`src/rtl/key_repeat_pkg.sv`:
```
// Shared types and helpers for the up/down button conditioner.
package key_repeat_pkg;

    typedef enum logic [2:0] {
        ST_IDLE,
        ST_PULSE,
        ST_HOLD,
        ST_REPEAT,
        ST_LOCK
    } state_t;

    localparam logic DIR_UP = 1'b0;
    localparam logic DIR_DN = 1'b1;

    // Bits needed to hold the values 0 .. count-1 (ceiling log2, never below 1).
    function automatic int count_width(input int count);
        int width;
        width = 1;
        while ((longint'(1) << width) < longint'(count)) width++;
        return width;
    endfunction

endpackage

```
`src/rtl/key_debounce.sv`:
```
// Two-flop synchroniser followed by a stable-count filter for one raw button.
module key_debounce
    import key_repeat_pkg::*;
#(
    parameter int DEB_CYCLES = 50000
) (
    input  logic CLK,
    input  logic RST,
    input  logic RAW,
    output logic LEVEL
);

    localparam int CW = count_width(DEB_CYCLES);
    localparam logic [CW-1:0] STABLE_LAST = CW'(DEB_CYCLES - 1);

    logic          sync_meta;
    logic          sync_out;
    logic [CW-1:0] diff_cnt;

    always_ff @(posedge CLK or posedge RST) begin
        if (RST) begin
            sync_meta <= 1'b0;
            sync_out  <= 1'b0;
        end else begin
            sync_meta <= RAW;
            sync_out  <= sync_meta;
        end
    end

    // Count consecutive samples that disagree with LEVEL; any agreeing sample restarts it.
    always_ff @(posedge CLK or posedge RST) begin
        if (RST) begin
            diff_cnt <= '0;
            LEVEL    <= 1'b0;
        end else if (sync_out == LEVEL) begin
            diff_cnt <= '0;
        end else if (diff_cnt == STABLE_LAST) begin
            diff_cnt <= '0;
            LEVEL    <= sync_out;
        end else begin
            diff_cnt <= diff_cnt + CW'(1);
        end
    end

endmodule

```
`src/rtl/key_repeat.sv`:
```
// Turns two bouncy pushbuttons into mutually exclusive active-low INC/DEC strobes
// with single-step on press, auto-repeat on hold and lockout when both are pressed.
module key_repeat
    import key_repeat_pkg::*;
#(
    parameter int DEB_CYCLES    = 50000,
    parameter int HOLD_CYCLES   = 25000000,
    parameter int REPEAT_CYCLES = 5000000,
    parameter int PULSE_CYCLES  = 4
) (
    input  logic CLK,
    input  logic RST,
    input  logic BTN_UP,
    input  logic BTN_DN,
    output logic INC,
    output logic DEC,
    output logic HELD
);

    localparam int PW = count_width(PULSE_CYCLES);
    localparam int IW = count_width((HOLD_CYCLES > REPEAT_CYCLES) ? HOLD_CYCLES : REPEAT_CYCLES);
    localparam logic [PW-1:0] PULSE_LAST  = PW'(PULSE_CYCLES - 1);
    localparam logic [IW-1:0] HOLD_LAST   = IW'(HOLD_CYCLES - 1);
    localparam logic [IW-1:0] REPEAT_LAST = IW'(REPEAT_CYCLES - 1);

    logic          up_lvl;
    logic          dn_lvl;
    logic          up_prev;
    logic          dn_prev;
    logic          up_p;
    logic          dn_p;
    logic          act_lvl;
    logic          other_p;
    logic          pulse_done;
    logic          interval_done;
    state_t        state;
    state_t        state_nx;
    logic          dir;
    logic          dir_nx;
    logic          lock_pend;
    logic          lock_pend_nx;
    logic          held_nx;
    logic          inc_nx;
    logic          dec_nx;
    logic [PW-1:0] pulse_cnt;
    logic [IW-1:0] interval_cnt;

    key_debounce #(.DEB_CYCLES(DEB_CYCLES)) u_deb_up (
        .CLK   (CLK),
        .RST   (RST),
        .RAW   (BTN_UP),
        .LEVEL (up_lvl)
    );

    key_debounce #(.DEB_CYCLES(DEB_CYCLES)) u_deb_dn (
        .CLK   (CLK),
        .RST   (RST),
        .RAW   (BTN_DN),
        .LEVEL (dn_lvl)
    );

    always_ff @(posedge CLK or posedge RST) begin
        if (RST) begin
            up_prev <= 1'b0;
            dn_prev <= 1'b0;
        end else begin
            up_prev <= up_lvl;
            dn_prev <= dn_lvl;
        end
    end

    assign up_p    = up_lvl & ~up_prev;
    assign dn_p    = dn_lvl & ~dn_prev;
    assign act_lvl = (dir == DIR_UP) ? up_lvl : dn_lvl;
    assign other_p = (dir == DIR_UP) ? dn_p : up_p;

    // HELD doubles as the first-pulse marker: low for the hold wait, high for repeats.
    assign pulse_done    = (pulse_cnt == PULSE_LAST);
    assign interval_done = HELD ? (interval_cnt == REPEAT_LAST) : (interval_cnt == HOLD_LAST);

    always_ff @(posedge CLK or posedge RST) begin
        if (RST) begin
            state        <= ST_IDLE;
            dir          <= DIR_UP;
            lock_pend    <= 1'b0;
            pulse_cnt    <= '0;
            interval_cnt <= '0;
            INC          <= 1'b1;
            DEC          <= 1'b1;
            HELD         <= 1'b0;
        end else begin
            state     <= state_nx;
            dir       <= dir_nx;
            lock_pend <= lock_pend_nx;
            INC       <= inc_nx;
            DEC       <= dec_nx;
            HELD      <= held_nx;
            pulse_cnt <= (state == ST_PULSE && state_nx == ST_PULSE) ? pulse_cnt + PW'(1) : '0;
            if (state_nx == ST_PULSE && state != ST_PULSE) begin
                interval_cnt <= '0;
            end else if (state == ST_IDLE || state == ST_LOCK) begin
                interval_cnt <= '0;
            end else begin
                interval_cnt <= interval_cnt + IW'(1);
            end
        end
    end

    // A pulse is never cut short: release or a second button only act once it completes.
    always_comb begin
        state_nx     = state;
        dir_nx       = dir;
        lock_pend_nx = lock_pend;
        case (state)
            ST_IDLE: begin
                lock_pend_nx = 1'b0;
                if (up_p && dn_p) begin
                    state_nx = ST_LOCK;
                end else if (up_p) begin
                    dir_nx   = DIR_UP;
                    state_nx = ST_PULSE;
                end else if (dn_p) begin
                    dir_nx   = DIR_DN;
                    state_nx = ST_PULSE;
                end
            end
            ST_PULSE: begin
                if (other_p) lock_pend_nx = 1'b1;
                if (pulse_done) begin
                    if (lock_pend || other_p) state_nx = ST_LOCK;
                    else if (!act_lvl)        state_nx = ST_IDLE;
                    else if (HELD)            state_nx = ST_REPEAT;
                    else                      state_nx = ST_HOLD;
                end
            end
            ST_HOLD, ST_REPEAT: begin
                if (!act_lvl)          state_nx = ST_IDLE;
                else if (other_p)      state_nx = ST_LOCK;
                else if (interval_done) state_nx = ST_PULSE;
            end
            ST_LOCK: begin
                lock_pend_nx = 1'b0;
                if (!up_lvl && !dn_lvl) state_nx = ST_IDLE;
            end
            default: state_nx = ST_IDLE;
        endcase
    end

    // Outputs are decoded from the next state so they come straight off flops.
    always_comb begin
        held_nx = 1'b0;
        if (state_nx == ST_PULSE)  held_nx = HELD | (state == ST_HOLD);
        if (state_nx == ST_REPEAT) held_nx = HELD;
        inc_nx = !(state_nx == ST_PULSE && dir_nx == DIR_UP);
        dec_nx = !(state_nx == ST_PULSE && dir_nx == DIR_DN);
    end

endmodule

```
`config.mk`:
```
export PLATFORM = sky130hd
export DESIGN_NAME = key_repeat
export DESIGN_NICKNAME = d
export VERILOG_FILES = /design/src/rtl/key_repeat_pkg.sv /design/src/rtl/key_debounce.sv /design/src/rtl/key_repeat.sv
export SDC_FILE = /design/constraint.sdc
export NUM_CORES = 1
export LEC_CHECK = 0
export BUFFER_PORTS_ARGS = -buffer_cell sky130_fd_sc_hd__buf_2
export CELL_PAD_IN_SITES_DETAIL_PLACEMENT = 0
export CELL_PAD_IN_SITES_GLOBAL_PLACEMENT = 1
export CORE_MARGIN = 2
export CORE_UTILIZATION = 45
export CTS_CLUSTER_DIAMETER = 40
export CTS_CLUSTER_SIZE = 14
export DETAILED_ROUTE_END_ITERATION = 10
export GPL_TIMING_DRIVEN = 0
export PLACE_DENSITY = 0.81
export SETUP_SLACK_MARGIN = 0.02
export SLEW_MARGIN = 20
export SYNTH_ARGS = -nofsm -noshare
export SYNTH_HDL_FRONTEND = slang
export SYNTH_SLANG_ARGS = --single-unit
```
`constraint.sdc`:
```
create_clock -name CLK -period 8 [get_ports CLK]
set_clock_uncertainty 0.15 [all_clocks]
set_input_delay 0.8 -clock CLK [delete_from_list [all_inputs] [get_ports CLK]]
set_output_delay 0.8 -clock CLK [all_outputs]
set_load 0.005 [all_outputs]
```
# After elaboration in Yosys (flattened, before gate mapping)
# Index checks and enable logic that the tools add are counted.
[word_totals]
regBits = 75
latchBits = 0
mem_bits_rw = 0
rom_bits = 0
in_bits = 4
output_inout_bits = 3
mem_count = 0
[classes]
n_addsub = 4
n_mul = 0
n_div = 0
order_cmp = 0
n_eq_ne = 15
shifts = 0
muxes = 29
bitwise = 8
n_reduce_logical = 19
[ops]
columns = ["operator", "count"]
rows = [
  ["16-bit 2-to-1 mux", 4],
  ["25-bit 2-to-1 mux", 2],
  ["16-bit by 1-bit adder with 16-bit output, second input constant", 2],
  ["16-bit == test, second input constant", 2],
  ["3-bit 2-to-1 mux", 9],
  ["25-bit by 1-bit adder with 25-bit output, second input constant", 1],
  ["25-bit by 23-bit == test with 1-bit output, second input constant", 1],
  ["25-bit == test, second input constant", 1],
  ["3-bit one-hot mux with 4 select lines", 1],
  ["1-bit 2-to-1 mux", 10],
  ["3-bit by 2-bit == test with 1-bit output, second input constant", 3],
  ["3-bit by 1-bit == test with 1-bit output, second input constant", 2],
  ["1-bit logical AND", 6],
  ["2-bit AND reduction", 3],
  ["1-bit inverter", 5],
  ["1-bit logical NOT", 4],
  ["2-bit 2-to-1 mux", 2],
  ["2-bit OR reduction", 2],
  ["3-bit == test, second input constant", 1],
  ["3-bit logical NOT", 1],
  ["3-bit by 1-bit != test with 1-bit output, second input constant", 1],
  ["2-bit by 1-bit adder with 2-bit output, second input constant", 1],
  ["1-bit bitwise AND", 2],
  ["1-bit == test", 2],
  ["6 further kinds", 7],
]

# Depth between registers and ports, before layout
# Gate-level depths: netlist (run 1).
[depth]
ltp_word = 10
ltp_mapped = 8
mapped_depth_nobuf = 6

# Modules after synthesis
# From an unflattened synthesis (run 1), not the netlist that was laid out.
[hier_totals]
hier_cells = 368
area_unflattened_um2 = 3886.2
[by_module_without_submodules]
columns = ["mod", "instances", "cells_per_inst", "area_each_um2"]
rows = [
  ["key_debounce", 2, 87, 982.2],
  ["key_repeat", 1, 194, 1921.8],
]

# Worst setup path before layout (run 1)
# Ideal clock, no wire load.
[synth_timing]
path_type = "register to register"
start = "reg interval_cnt[7]"
end = "reg DEC"
arrival_ps = 2400
t_required_ps = 7762
setup_slack_ps = 5362
path_stages_with_launch = 6
cell_sequence = "dfrtp_1 or4b_1 or4_1 a2111o_1 a32o_1 or3b_1"
[synth_via]
elab_chain_len = 9
word_cells_on_any_way = 10
cone_classes = "eq/ne: 3; mux: 5; reduce/logical: 2"
[synth_lines]
columns = ["element", "line", "source"]
rows = [
  ["start: declaration", "key_repeat.sv:46", "logic [IW-1:0] interval_cnt;"],
  ["start signal: assignment", "key_repeat.sv:104", "interval_cnt <= interval_cnt + IW'(1);"],
  ["25-bit == test or 25-bit by 23-bit == test with 1-bit output (tied branches)", "key_repeat.sv:79", "assign interval_done = HELD ? (interval_cnt == REPEAT_LAST) : (interval_cnt == HOLD_LAST);"],
  ["1-bit 2-to-1 mux *", "key_repeat.sv:79", ""],
  ["3-bit 2-to-1 mux *", "key_repeat.sv:139", "else if (interval_done) state_nx = ST_PULSE;"],
  ["3-bit 2-to-1 mux *", "key_repeat.sv:138", "else if (other_p) state_nx = ST_LOCK;"],
  ["3-bit 2-to-1 mux *", "key_repeat.sv:137", "if (!act_lvl) state_nx = ST_IDLE;"],
  ["3-bit one-hot mux with 4 select lines *", "key_repeat.sv:114", "case (state)"],
  ["named net state_nx[1]", "key_repeat.sv:37", "state_t state_nx;"],
  ["3-bit by 1-bit == test with 1-bit output *", "key_repeat.sv:155", "dec_nx = !(state_nx == ST_PULSE && dir_nx == DIR_DN);"],
  ["1-bit logical AND *", "key_repeat.sv:155", ""],
  ["1-bit logical NOT *", "key_repeat.sv:155", ""],
  ["named net dec_nx", "key_repeat.sv:44", "logic dec_nx;"],
  ["end signal: assignment", "key_repeat.sv:96", "DEC <= dec_nx;"],
  ["end: declaration", "key_repeat.sv:16", "output logic DEC,"],
]
# Mark *: on every way through the listed nets, which the timed path passes. The rest lies on a longest branch.
# A chain may end at the register's enable or synchronous reset.

# Worst setup path after layout (run 1)
[layout_timing]
start = "reg interval_cnt[7]"
end = "reg interval_cnt[21]"
[layout_via]
elab_chain_len = 9
word_cells_on_any_way = 12
cone_classes = "add/sub: 1; eq/ne: 3; mux: 7; reduce/logical: 1"
[layout_lines]
columns = ["element", "line", "source"]
rows = [
  ["25-bit == test or 25-bit by 23-bit == test with 1-bit output (tied branches)", "key_repeat.sv:79", ""],
  ["1-bit 2-to-1 mux", "key_repeat.sv:79", ""],
  ["3-bit 2-to-1 mux", "key_repeat.sv:139", ""],
  ["3-bit 2-to-1 mux", "key_repeat.sv:138", ""],
  ["3-bit 2-to-1 mux", "key_repeat.sv:137", ""],
  ["3-bit one-hot mux with 4 select lines", "key_repeat.sv:114", ""],
  ["3-bit by 1-bit == test with 1-bit output", "key_repeat.sv:99", "if (state_nx == ST_PULSE && state != ST_PULSE) begin"],
  ["1-bit logical AND", "key_repeat.sv:99", ""],
  ["25-bit 2-to-1 mux *", "key_repeat.sv:99", ""],
]
# Every way passes the cells marked *; elsewhere a longest branch is shown, timed or not.

==> results.sh, run 1 <==
export IMPL_cts_tree="done"
export IMPL_grt_usage_pct=16.9
export IMPL_post_route_util_pct=50.9
export IMPL_period_needed_ps=2990
export IMPL_synth_compound_area_share_pct=3.81
export IMPL_postCtsSetupBuffers=0
export IMPL_power_mw=0.668
export IMPL_drt_wl_total_mm=6.40
export IMPL_path_class="register to register"
export IMPL_synthXorXnorAreaFrac_pct=13.1
export IMPL_synth_top_area_share_pct=51.5
export IMPL_cts_buffer_depth=2
export IMPL_syn_area_sq_mm=0.00355
export IMPL_fmax_mhz=335
export IMPL_grt_max_degree=41
export IMPL_multiInputGateArea_sq_mm=0.00160
export IMPL_clock_latency_ps=350
export IMPL_die_area_sq_mm=0.00861
export IMPL_finalCritPeriodShare_pct=37.4
export IMPL_hold_class="register to register"
export IMPL_grt_pass1_vias=2525
export IMPL_cts_buffers=9
export IMPL_place_gp_congestion=0.831
export IMPL_die_h_microns=92.8
export IMPL_wl_per_cell_microns=13.3
export IMPL_ys_types=43
export IMPL_preCtsSetupSlack_ps=4990
export IMPL_vias=2496
export IMPL_area_delta_synth_final_pct=10.3
export IMPL_relSlewSlack_pct=59.0
export IMPL_n_fill_cell=716
export IMPL_rsz0062_at_grt="no"
export IMPL_max_cap_viol_count=0
export IMPL_dp_hpwl_mm=4.35
export IMPL_reg2reg_slack_ps=5010
export IMPL_synth_area_leaders="dfrtp_1, nor2_1, xor2_1"
export IMPL_p_leak_nw=1.62
export IMPL_firstDrtPassIters=4
export IMPL_setup_violations=0
export IMPL_synth_seq_cells=75
export IMPL_yosysTopAreaCell="dfrtp_1"
export IMPL_n_antenna_cell=0
export IMPL_syn_inst=355
export IMPL_antenna_found_initial=0
export IMPL_clkTransAtPathRegs_ps=80
export IMPL_io_buffers=6
export IMPL_end_kind="register"
export IMPL_setup_tns_ps=0
export IMPL_drive_gt1_share_pct=8.73
export IMPL_initial_core_util_pct=46.1
export IMPL_whs_ps=203
export IMPL_synth_flop_cell="dfrtp_1"
export IMPL_power_per_cell_area_mw_per_mm2=171
export IMPL_startpoint_type="register"
export IMPL_ctsHtreeMaxLevel=3
export IMPL_fp_coreArea_sq_mm=0.00769
export IMPL_synth_area_per_cell_sq_um=9.99
export IMPL_syn_nets=363
export IMPL_fin_ws_ps=5010
export IMPL_via_per_inst=5.20
export IMPL_arrival_ps=3080
export IMPL_cts_sinks=75
export IMPL_grt_ovfl_total=0
export IMPL_synth_mux_area_share_pct=1.20
export IMPL_synth_warnings=0
export IMPL_seqCellArea_sq_mm=0.00188
export IMPL_rows=32
export IMPL_yosysMostFrequentCell="nor2_1"
export IMPL_status="finished clean"
export IMPL_grt_pass1_wl_mm=11.5
export IMPL_synth_edf_count=0
export IMPL_synthAdderAreaFrac_pct=1.41
export IMPL_max_slew_worst_pin_slew_ps=610
export IMPL_ant_nets=0
export IMPL_finalHoldViolCount=0
export IMPL_drc_errors=0
export IMPL_slew_violations=0
export IMPL_synth_simple_area_share_pct=25.4
export IMPL_synthArstFlopShare_pct=100
export IMPL_final_nets=381
export IMPL_synth_top_family_by_area="simple AND/OR/NAND/NOR gates"
export IMPL_synthTopCellsByCount="nor2_1, dfrtp_1, xor2_1"
export IMPL_ir_drop_uv=82.4
export IMPL_critPathMaxFanout=10
export IMPL_io_pins=7
export IMPL_cts_root_buf="clkbuf_8"
export IMPL_drtIter0Drc=103
export IMPL_holdBufCountCts=0
export IMPL_cts_resized=0
export IMPL_die_w_microns=92.8
export IMPL_ys_seq_area_share_pct=53.0
export IMPL_required_ps=8090
-- registers in the layout, summed over array words and instances, names as in the netlist --
name                cells
u_deb_up.diff_cnt      16
u_deb_up.sync_meta      1
u_deb_up.sync_out       1
u_deb_dn.sync_out       1
dir                     1
dn_prev                 1
u_deb_dn.diff_cnt      16
u_deb_dn.LEVEL          1
pulse_cnt               2
HELD                    1
interval_cnt           25
lock_pend               1
u_deb_dn.sync_meta      1
u_deb_up.LEVEL          1
state                   3
up_prev                 1
INC                     1
DEC                     1
-- final timing paths --
check,from,end,cells past startpoint
max,interval_cnt[7],interval_cnt[21],6
min,u_deb_up.sync_meta,u_deb_up.sync_out,0
max reg2reg,interval_cnt[7],interval_cnt[21],6
min reg2reg,u_deb_up.sync_meta,u_deb_up.sync_out,0
max in group asynchronous,RST,INC,3
min in group asynchronous,RST,u_deb_dn.diff_cnt[10],2
-- report_power, final --
group	total (mW)	switching (mW)	internal, mW
registers	0.385	0.00246	0.382
logic	0.0159	0.0115	0.00434
clock network	0.267	0.145	0.122
total	0.668	0.159	0.509
-- through the flow --
step / instance area [sq um] / std cells
finish: 3910 / 480
global route: 3910 / 480
CTS: 3910 / 480
detailed placement: 3730 / 464
global placement: 3700 / 463
floorplan: 3550 / 355
-- worst max-delay path, cell delays in order (launching register included) --
cell and delay [ps]:
dfrtp_1 460, or4b_1 530, or4_1 480, a2111o_1 490, o22ai_2 380, buf_2 320
nor2_1 80
-- per-layer routing --
layer / track usage (%) / vias up / wire [microns]
li1: - / 1246 / -
met1: 22.4 / 1204 / 3160
met2: 27.1 / 37 / 2950
met3: 3.17 / 9 / 184
met4: 7.60 / 0 / 103
met5: 0 / - / 0
-- logic make-up after synthesis --
| group | after synthesis |
|---|---|
| simple gates | 183 |
| flops | 75 |
| xor+xnor | 53 |
| buf+inv | 19 |
| compound gates | 17 |
| mux | 4 |
| fa+ha+maj | 4 |
-- cell type report --
| class | instances | share of cell area [%] |
|---|---|---|
| flip-flops and latches | 75 | 48.0 |
| well taps | 102 | 3.26 |
| multi-input cells | 261 | 40.9 |
| repair buffers | 7 | 1.28 |
| plain buffers | 10 | 0.992 |
| inverters | 9 | 0.928 |
| clock inverters | 5 | 0.960 |
| clock buffers | 11 | 3.61 |
-- cell usage in the layout, fill, tap and decap left out, types with 4 or more instances in the layout --
| master | n |
|---|---|
| and2_1 | 4 |
| nand2b_1 | 5 |
| clkbuf_8 | 10 |
| and3_1 | 10 |
| nor4_1 | 4 |
| xnor2_1 | 23 |
| and4_1 | 5 |
| buf_2 | 7 |
| dfrtp_1 | 73 |
| nor2_1 | 74 |
| nor3_1 | 8 |
| inv_1 | 8 |
| ha_1 | 4 |
| xor2_1 | 30 |
| nand2_1 | 26 |
| clkbuf_1 | 10 |
| nand3_1 | 16 |
| nand4_1 | 14 |
No activity file was read; power rests on OpenSTA's default activity.
==> inputs of run 2 (changes only) <==
==> constraint.sdc (replaced) <==
create_clock -name CLK -period 2.8 [get_ports CLK]
set_clock_uncertainty 0.15 [all_clocks]
set_input_delay 0.28 -clock CLK [delete_from_list [all_inputs] [get_ports CLK]]
set_output_delay 0.28 -clock CLK [all_outputs]
set_load 0.005 [all_outputs]
==> run 2 against run 1 <==
  * Clock power increased to 2.9 times the previous value
  * Via count rose by 1.0%
  * Highest routed layer unchanged
  * Cell count rose by 1.0%
  * Sequential power grew to 2.9 times the previous value
  * Power grew to 2.9 times the previous value
==> results.sh, run 2 (synthesis results as in run 1) <==
export IMPL_area_delta_synth_final_pct=11.9
export IMPL_die_h_microns=92.8
export IMPL_finalHoldViolCount=0
export IMPL_crit_slowest_cell="or4b_1"
export IMPL_grt_ovfl_total=0
export IMPL_ant_nets=0
export IMPL_fp_coreArea_sq_mm=0.00769
export IMPL_cts_root_buf="clkbuf_8"
export IMPL_regMostFlops="interval_cnt"
export IMPL_cts_sinks=75
export IMPL_wl_per_cell_microns=13.3
export IMPL_die_w_microns=92.8
export IMPL_ir_drop_uv=234
export IMPL_grt_pass1_wl_mm=11.6
export IMPL_firstDrtPassIters=4
export IMPL_worstHoldPathCells=0
export IMPL_slew_violations=0
export IMPL_vias=2521
export IMPL_reg2reg_slack_ps=150
export IMPL_layout_cells_most_common="nor2_1"
export IMPL_n_antenna_cell=0
export IMPL_io_buffers=6
export IMPL_cts_buffers=9
export IMPL_path_cells="or4b_1, or4_1, a2111o_1, a32o_1, or3_1"
export IMPL_grt_pass1_vias=2538
export IMPL_cpPeakStageDelay_ps=510
export IMPL_largestRegisters="interval_cnt: 25 flops, u_deb_dn.diff_cnt: 16 flops, u_deb_up.diff_cnt: 16 flops"
export IMPL_grt_usage_pct=17.0
export IMPL_clkTransAtPathRegs_ps=80
export IMPL_arrival_ps=2770
export IMPL_drc_errors=0
export IMPL_power_mw=1.91
export IMPL_clock_latency_ps=350
export IMPL_rsz0062_at_grt="no"
export IMPL_layout_common_cells="nor2_1, dfrtp_1, xor2_1"
export IMPL_largest_reg_flops=25
export IMPL_cts_buffer_depth=2
export IMPL_antenna_found_initial=0
export IMPL_path_depth=5
export IMPL_n_fill_cell=713
export IMPL_finalCritPeriodShare_pct=94.8
export IMPL_max_slew_worst_pin_slew_ps=623
export IMPL_hold_class="register to register"
export IMPL_path_class="register to register"
export IMPL_ctsHtreeMaxLevel=3
export IMPL_critPathMaxFanout=6
export IMPL_initial_core_util_pct=46.1
export IMPL_end_kind="register"
export IMPL_final_nets=386
export IMPL_die_area_sq_mm=0.00861
export IMPL_cp_top_family="simple AND/OR/NAND/NOR gates"
export IMPL_startpoint_type="register"
export IMPL_via_per_inst=5.20
export IMPL_cts_tree="done"
export IMPL_drtIter0Drc=120
export IMPL_max_cap_viol_count=0
export IMPL_period_needed_ps=2650
export IMPL_relSlewSlack_pct=58.1
export IMPL_status="finished clean"
export IMPL_io_pins=7
export IMPL_rows=32
export IMPL_drt_wl_total_mm=6.47
export IMPL_grt_max_degree=41
export IMPL_drive_gt1_share_pct=9.40
export IMPL_crit_buf_inv=0
export IMPL_rr_worst_depth=5
export IMPL_required_ps=2910
export IMPL_dp_hpwl_mm=4.35
export IMPL_fmax_mhz=377
export IMPL_power_per_cell_area_mw_per_mm2=482
export IMPL_post_route_util_pct=51.6
export IMPL_place_gp_congestion=0.831
export IMPL_setup_violations=0
export IMPL_p_leak_nw=1.65
-- run 2: per-layer routing --
metal	vias to the layer above	global-route usage (%)	part of all wire [%]
met5	-	0	0
met3	10	3.17	2.1
met4	0	7.60	1.8
met1	1225	22.7	50
li1	1258	-	-
met2	28	27.1	46
-- run 2: final cells by class --
cell class	instances	area [sq um]	share of cell area, %
plain buffers	10	41.3	1.04
multi-input cells	261	1610	40.5
well taps	102	128	3.22
clock buffers	11	141	3.56
repair buffers	12	95.1	2.40
clock inverters	5	37.5	0.946
inverters	9	36.3	0.915
flip-flops and latches	75	1880	47.4
-- run 2: what timing repair did --
item	in CTS	in global routing
setup buffers	2	0
hold buffers	3	0
gates cloned	0	0
hold endpoints to repair	37	0
resized for setup	1	3
pin swaps	2	1
endpoints found under the setup margin	12	19
-- run 2: worst reg2reg max path, delay by kind of cell, from the launching register on --
kind	cells	cell delay, ps
and+or+nand+nor	3	1370
DFF	1	450
AOI/OAI and AO/OA	2	610
-- run 2: final timing paths --
path | startpoint | endpoint
max | interval_cnt[7] | INC
min | u_deb_up.sync_meta | u_deb_up.sync_out
max reg2reg | interval_cnt[7] | INC
min reg2reg | u_deb_up.sync_meta | u_deb_up.sync_out
max in group asynchronous | RST | INC
min in group asynchronous | RST | u_deb_dn.diff_cnt[10]
-- run 2: report_power, final --
group | total [mW] | switching, mW | internal, mW | leakage (nW)
Clock | 0.765 | 0.415 | 0.349 | 0.0859
Sequential | 1.10 | 0.00704 | 1.09 | 1.03
Combinational | 0.0487 | 0.0336 | 0.0151 | 0.540
-- run 2: per-stage QoR --
step / hold WS (ps) / area (sq um) / instances / setup slack (ps) / setup TNS [ps]
floorplan: 161 / 3550 / 355 / 162 / 0
global placement: 185 / 3700 / 463 / -443 / -33750
detailed placement: 186 / 3730 / 464 / -213 / -2020
CTS: 204 / 3960 / 485 / 35.2 / 0
global route: 209 / 3970 / 485 / 60.5 / 0
finish: 203 / 3970 / 485 / 147 / 0
==> inputs of run 3 (changes only) <==
--- a/config.mk
+++ b/config.mk
@@ -5,6 +5,7 @@
 export SDC_FILE = /design/constraint.sdc
 export NUM_CORES = 1
 export LEC_CHECK = 0
+export ABC_AREA = 1
 export BUFFER_PORTS_ARGS = -buffer_cell sky130_fd_sc_hd__buf_2
 export CELL_PAD_IN_SITES_DETAIL_PLACEMENT = 0
 export CELL_PAD_IN_SITES_GLOBAL_PLACEMENT = 1
@@ -14,9 +15,9 @@
 export CTS_CLUSTER_SIZE = 14
 export DETAILED_ROUTE_END_ITERATION = 10
 export GPL_TIMING_DRIVEN = 0
-export PLACE_DENSITY = 0.81
+export PLACE_DENSITY = 0.85
 export SETUP_SLACK_MARGIN = 0.02
-export SLEW_MARGIN = 20
+export SLEW_MARGIN = 10
 export SYNTH_ARGS = -nofsm -noshare
 export SYNTH_HDL_FRONTEND = slang
 export SYNTH_SLANG_ARGS = --single-unit
==> run 3 against run 2 <==
  * Design area grew 13%
  * Routed wire length grew 31%
  * Fmax grew 20%
  * Cell count grew 40%
  * Via count grew 34%
  * Synthesized cell count grew 53%
  * Clock power shrank 2%
==> results.sh, run 3 <==
export IMPL_grt_pass1_vias=3350
export IMPL_finalHoldViolCount=0
export IMPL_syn_inst=543
export IMPL_hold_class="register to register"
export IMPL_synth_area_per_cell_sq_um=7.53
export IMPL_die_w_microns=99.3
export IMPL_critPathMaxFanout=10
export IMPL_grt_pass1_wl_mm=15.2
export IMPL_relSlewSlack_pct=61.8
export IMPL_cts_root_buf="clkbuf_8"
export IMPL_synth_seq_cells=75
export IMPL_ys_types=33
export IMPL_drc_errors=0
export IMPL_ys_seq_area_share_pct=46.0
export IMPL_fp_coreArea_sq_mm=0.00876
export IMPL_initial_core_util_pct=46.7
export IMPL_layout_cells_most_common="nand2_1"
export IMPL_drive_gt1_share_pct=6.85
export IMPL_layout_common_cells="nand2_1, inv_1, nor2_1"
export IMPL_fmax_mhz=452
export IMPL_path_cells="ha_1, nand3_2, nor2_4, nand2_1, nor2_1, nand2_1, a21boi_4, nand3_4, buf_6, nand2_1, inv_1"
export IMPL_area_delta_synth_final_pct=9.79
export IMPL_power_per_cell_area_mw_per_mm2=424
export IMPL_largest_reg_flops=25
export IMPL_met1Wirelength_mm=4.17
export IMPL_regMostFlops="interval_cnt"
export IMPL_synth_edf_count=0
export IMPL_grt_usage_pct=18.8
export IMPL_max_cap_viol_count=0
export IMPL_p_leak_nw=2.05
export IMPL_syn_nets=551
export IMPL_setup_tns_ps=0
export IMPL_wl_per_cell_microns=12.5
export IMPL_crit_top_cell="nand2_1"
export IMPL_rows=34
export IMPL_place_gp_congestion=0.878
export IMPL_crit_slowest_cell="dfrtp_1"
export IMPL_cts_buffers=9
export IMPL_yosysMostFrequentCell="nand2_1"
export IMPL_antenna_found_initial=0
export IMPL_drtIter0Drc=190
export IMPL_grt_max_degree=50
export IMPL_largestRegisters="interval_cnt: 25 flops, u_deb_dn.diff_cnt: 16 flops, u_deb_up.diff_cnt: 16 flops"
export IMPL_required_ps=2890
export IMPL_whs_ps=208
export IMPL_synth_warnings=0
export IMPL_startpoint_type="register"
export IMPL_max_slew_worst_pin_slew_ps=572
export IMPL_slew_violations=0
export IMPL_synth_top_area_share_pct=44.7
export IMPL_cts_resized=0
export IMPL_power_mw=1.90
export IMPL_firstDrtPassIters=5
export IMPL_cts_sinks=75
export IMPL_setup_violations=0
export IMPL_finalCritPeriodShare_pct=79.1
export IMPL_wl_met2_mm=3.85
export IMPL_ir_drop_uv=271
export IMPL_cpPeakStageDelay_ps=380
export IMPL_rsz0062_at_grt="no"
export IMPL_end_kind="register"
export IMPL_ctsHtreeMaxLevel=3
export IMPL_period_needed_ps=2210
export IMPL_final_cell_area_sq_mm=0.00449
export IMPL_crit_buf_inv=2
export IMPL_die_area_sq_mm=0.00987
export IMPL_clkTransAtPathRegs_ps=80
export IMPL_n_fill_cell=865
export IMPL_cts_buffer_depth=2
export IMPL_placedInstanceArea_sq_mm=0.00428
export IMPL_dp_hpwl_mm=6.21
export IMPL_yosysTopAreaCell="dfrtp_1"
export IMPL_cp_top_family="simple AND/OR/NAND/NOR gates"
export IMPL_syn_area_sq_mm=0.00409
export IMPL_clock_latency_ps=350
export IMPL_io_pins=7
export IMPL_synthArstFlopShare_pct=100
export IMPL_synth_flop_cell="dfrtp_1"
export IMPL_cts_tree="done"
export IMPL_status="finished clean"
export IMPL_arrival_ps=2300
export IMPL_die_h_microns=99.3
export IMPL_vias=3375
export IMPL_routed_top_layer="met4"
export IMPL_n_antenna_cell=0
export IMPL_drt_wl_total_mm=8.48
export IMPL_synthTopCellsByCount="nand2_1, inv_1, nor2_1"
export IMPL_ant_nets=0
export IMPL_final_nets=572
export IMPL_path_class="register to register"
export IMPL_io_buffers=6
export IMPL_synth_area_leaders="dfrtp_1, nand2_1, inv_1"
export IMPL_grt_ovfl_total=0
export IMPL_via_per_inst=4.99
export IMPL_wl_met3_microns=333
## run 3: cell count changes in the layout (fill, tap and decap cells not counted), sizes merged, moves of 14 or more
cell / before / now
nor2: 74 / 93
nand2: 26 / 117
inv: 10 / 98
xor2: 30 / 16
nand3: 16 / 39
xnor2: 23 / 7
nor3: 8 / 26
## run 3: cell families after synthesis
family                     count (synthesis)  share of synthesized area, %
and+or+nand+nor                          308                          33.7
buffers and inverters                     99                          9.27
DFF                                       75                          46.0
AOI/OAI and AO/OA                         34                          4.93
xor gates and xnor gates                  23                          4.93
adders and majority gates                  4                          1.22
## run 3: power by group
group          internal (mW)  switching (mW)
clock                  0.326           0.423
combinational         0.0165          0.0373
sequential              1.09         0.00648
total                   1.43           0.467
## run 3: layout make-up
cell class                 count  area [sq um]  area share, %
sequential                    75          1880           41.9
multi-input combinational    369          1830           40.8
inverter                      96           363           8.08
tap                          108           135           3.01
clock buffer                   9           124           2.76
timing repair buffer          10          87.6           1.95
clock inverter                 7          51.3           1.14
buffer                         3          18.8          0.418
## run 3: path summary, 6_finish.rpt
path | depth (start not counted) | end | slack, ps | start
worst min register to register | 0 | u_deb_up.sync_out | 210 | u_deb_up.sync_meta
worst max-delay path | 11 | interval_cnt[13] | 590 | interval_cnt[0]
worst min-delay path | 0 | u_deb_up.sync_out | 210 | u_deb_up.sync_meta
min in group asynchronous | 3 | u_deb_up.diff_cnt[2] | 340 | RST
max in group asynchronous | 4 | interval_cnt[14] | 1600 | RST
worst max register to register | 11 | interval_cnt[13] | 590 | interval_cnt[0]
## run 3: worst register-to-register path: stages (launching register included)
cell      delay, ps
dfrtp_1         380
ha_1            290
nand3_2         130
nor2_4          150
nand2_1          70
nor2_1          100
nand2_1         110
a21boi_4        260
nand3_4         180
buf_6           200
nand2_1          60
inv_1            50
## run 3: repair_timing
action | CTS | global route
endpoints found under the hold margin | 26 | 0
hold buffers | 3 | 0
setup buffers | 0 | 0
## run 3: per-stage QoR
stage | setup WS, ps | instances | utilization (%)
after CTS | 564 | 677 | 51.2
after global routing | 367 | 677 | 51.2
final | 586 | 677 | 51.2
after detailed placement | 572 | 658 | 48.9
after floorplan | 463 | 543 | -
after global placement | -449 | 657 | 48.5
## run 3: metal layers
metal,GRT usage (%),up-vias
li1,-,1758
met2,29.9,64
met4,6.85,0
met1,26.6,1540
met5,0,-
met3,2.46,13
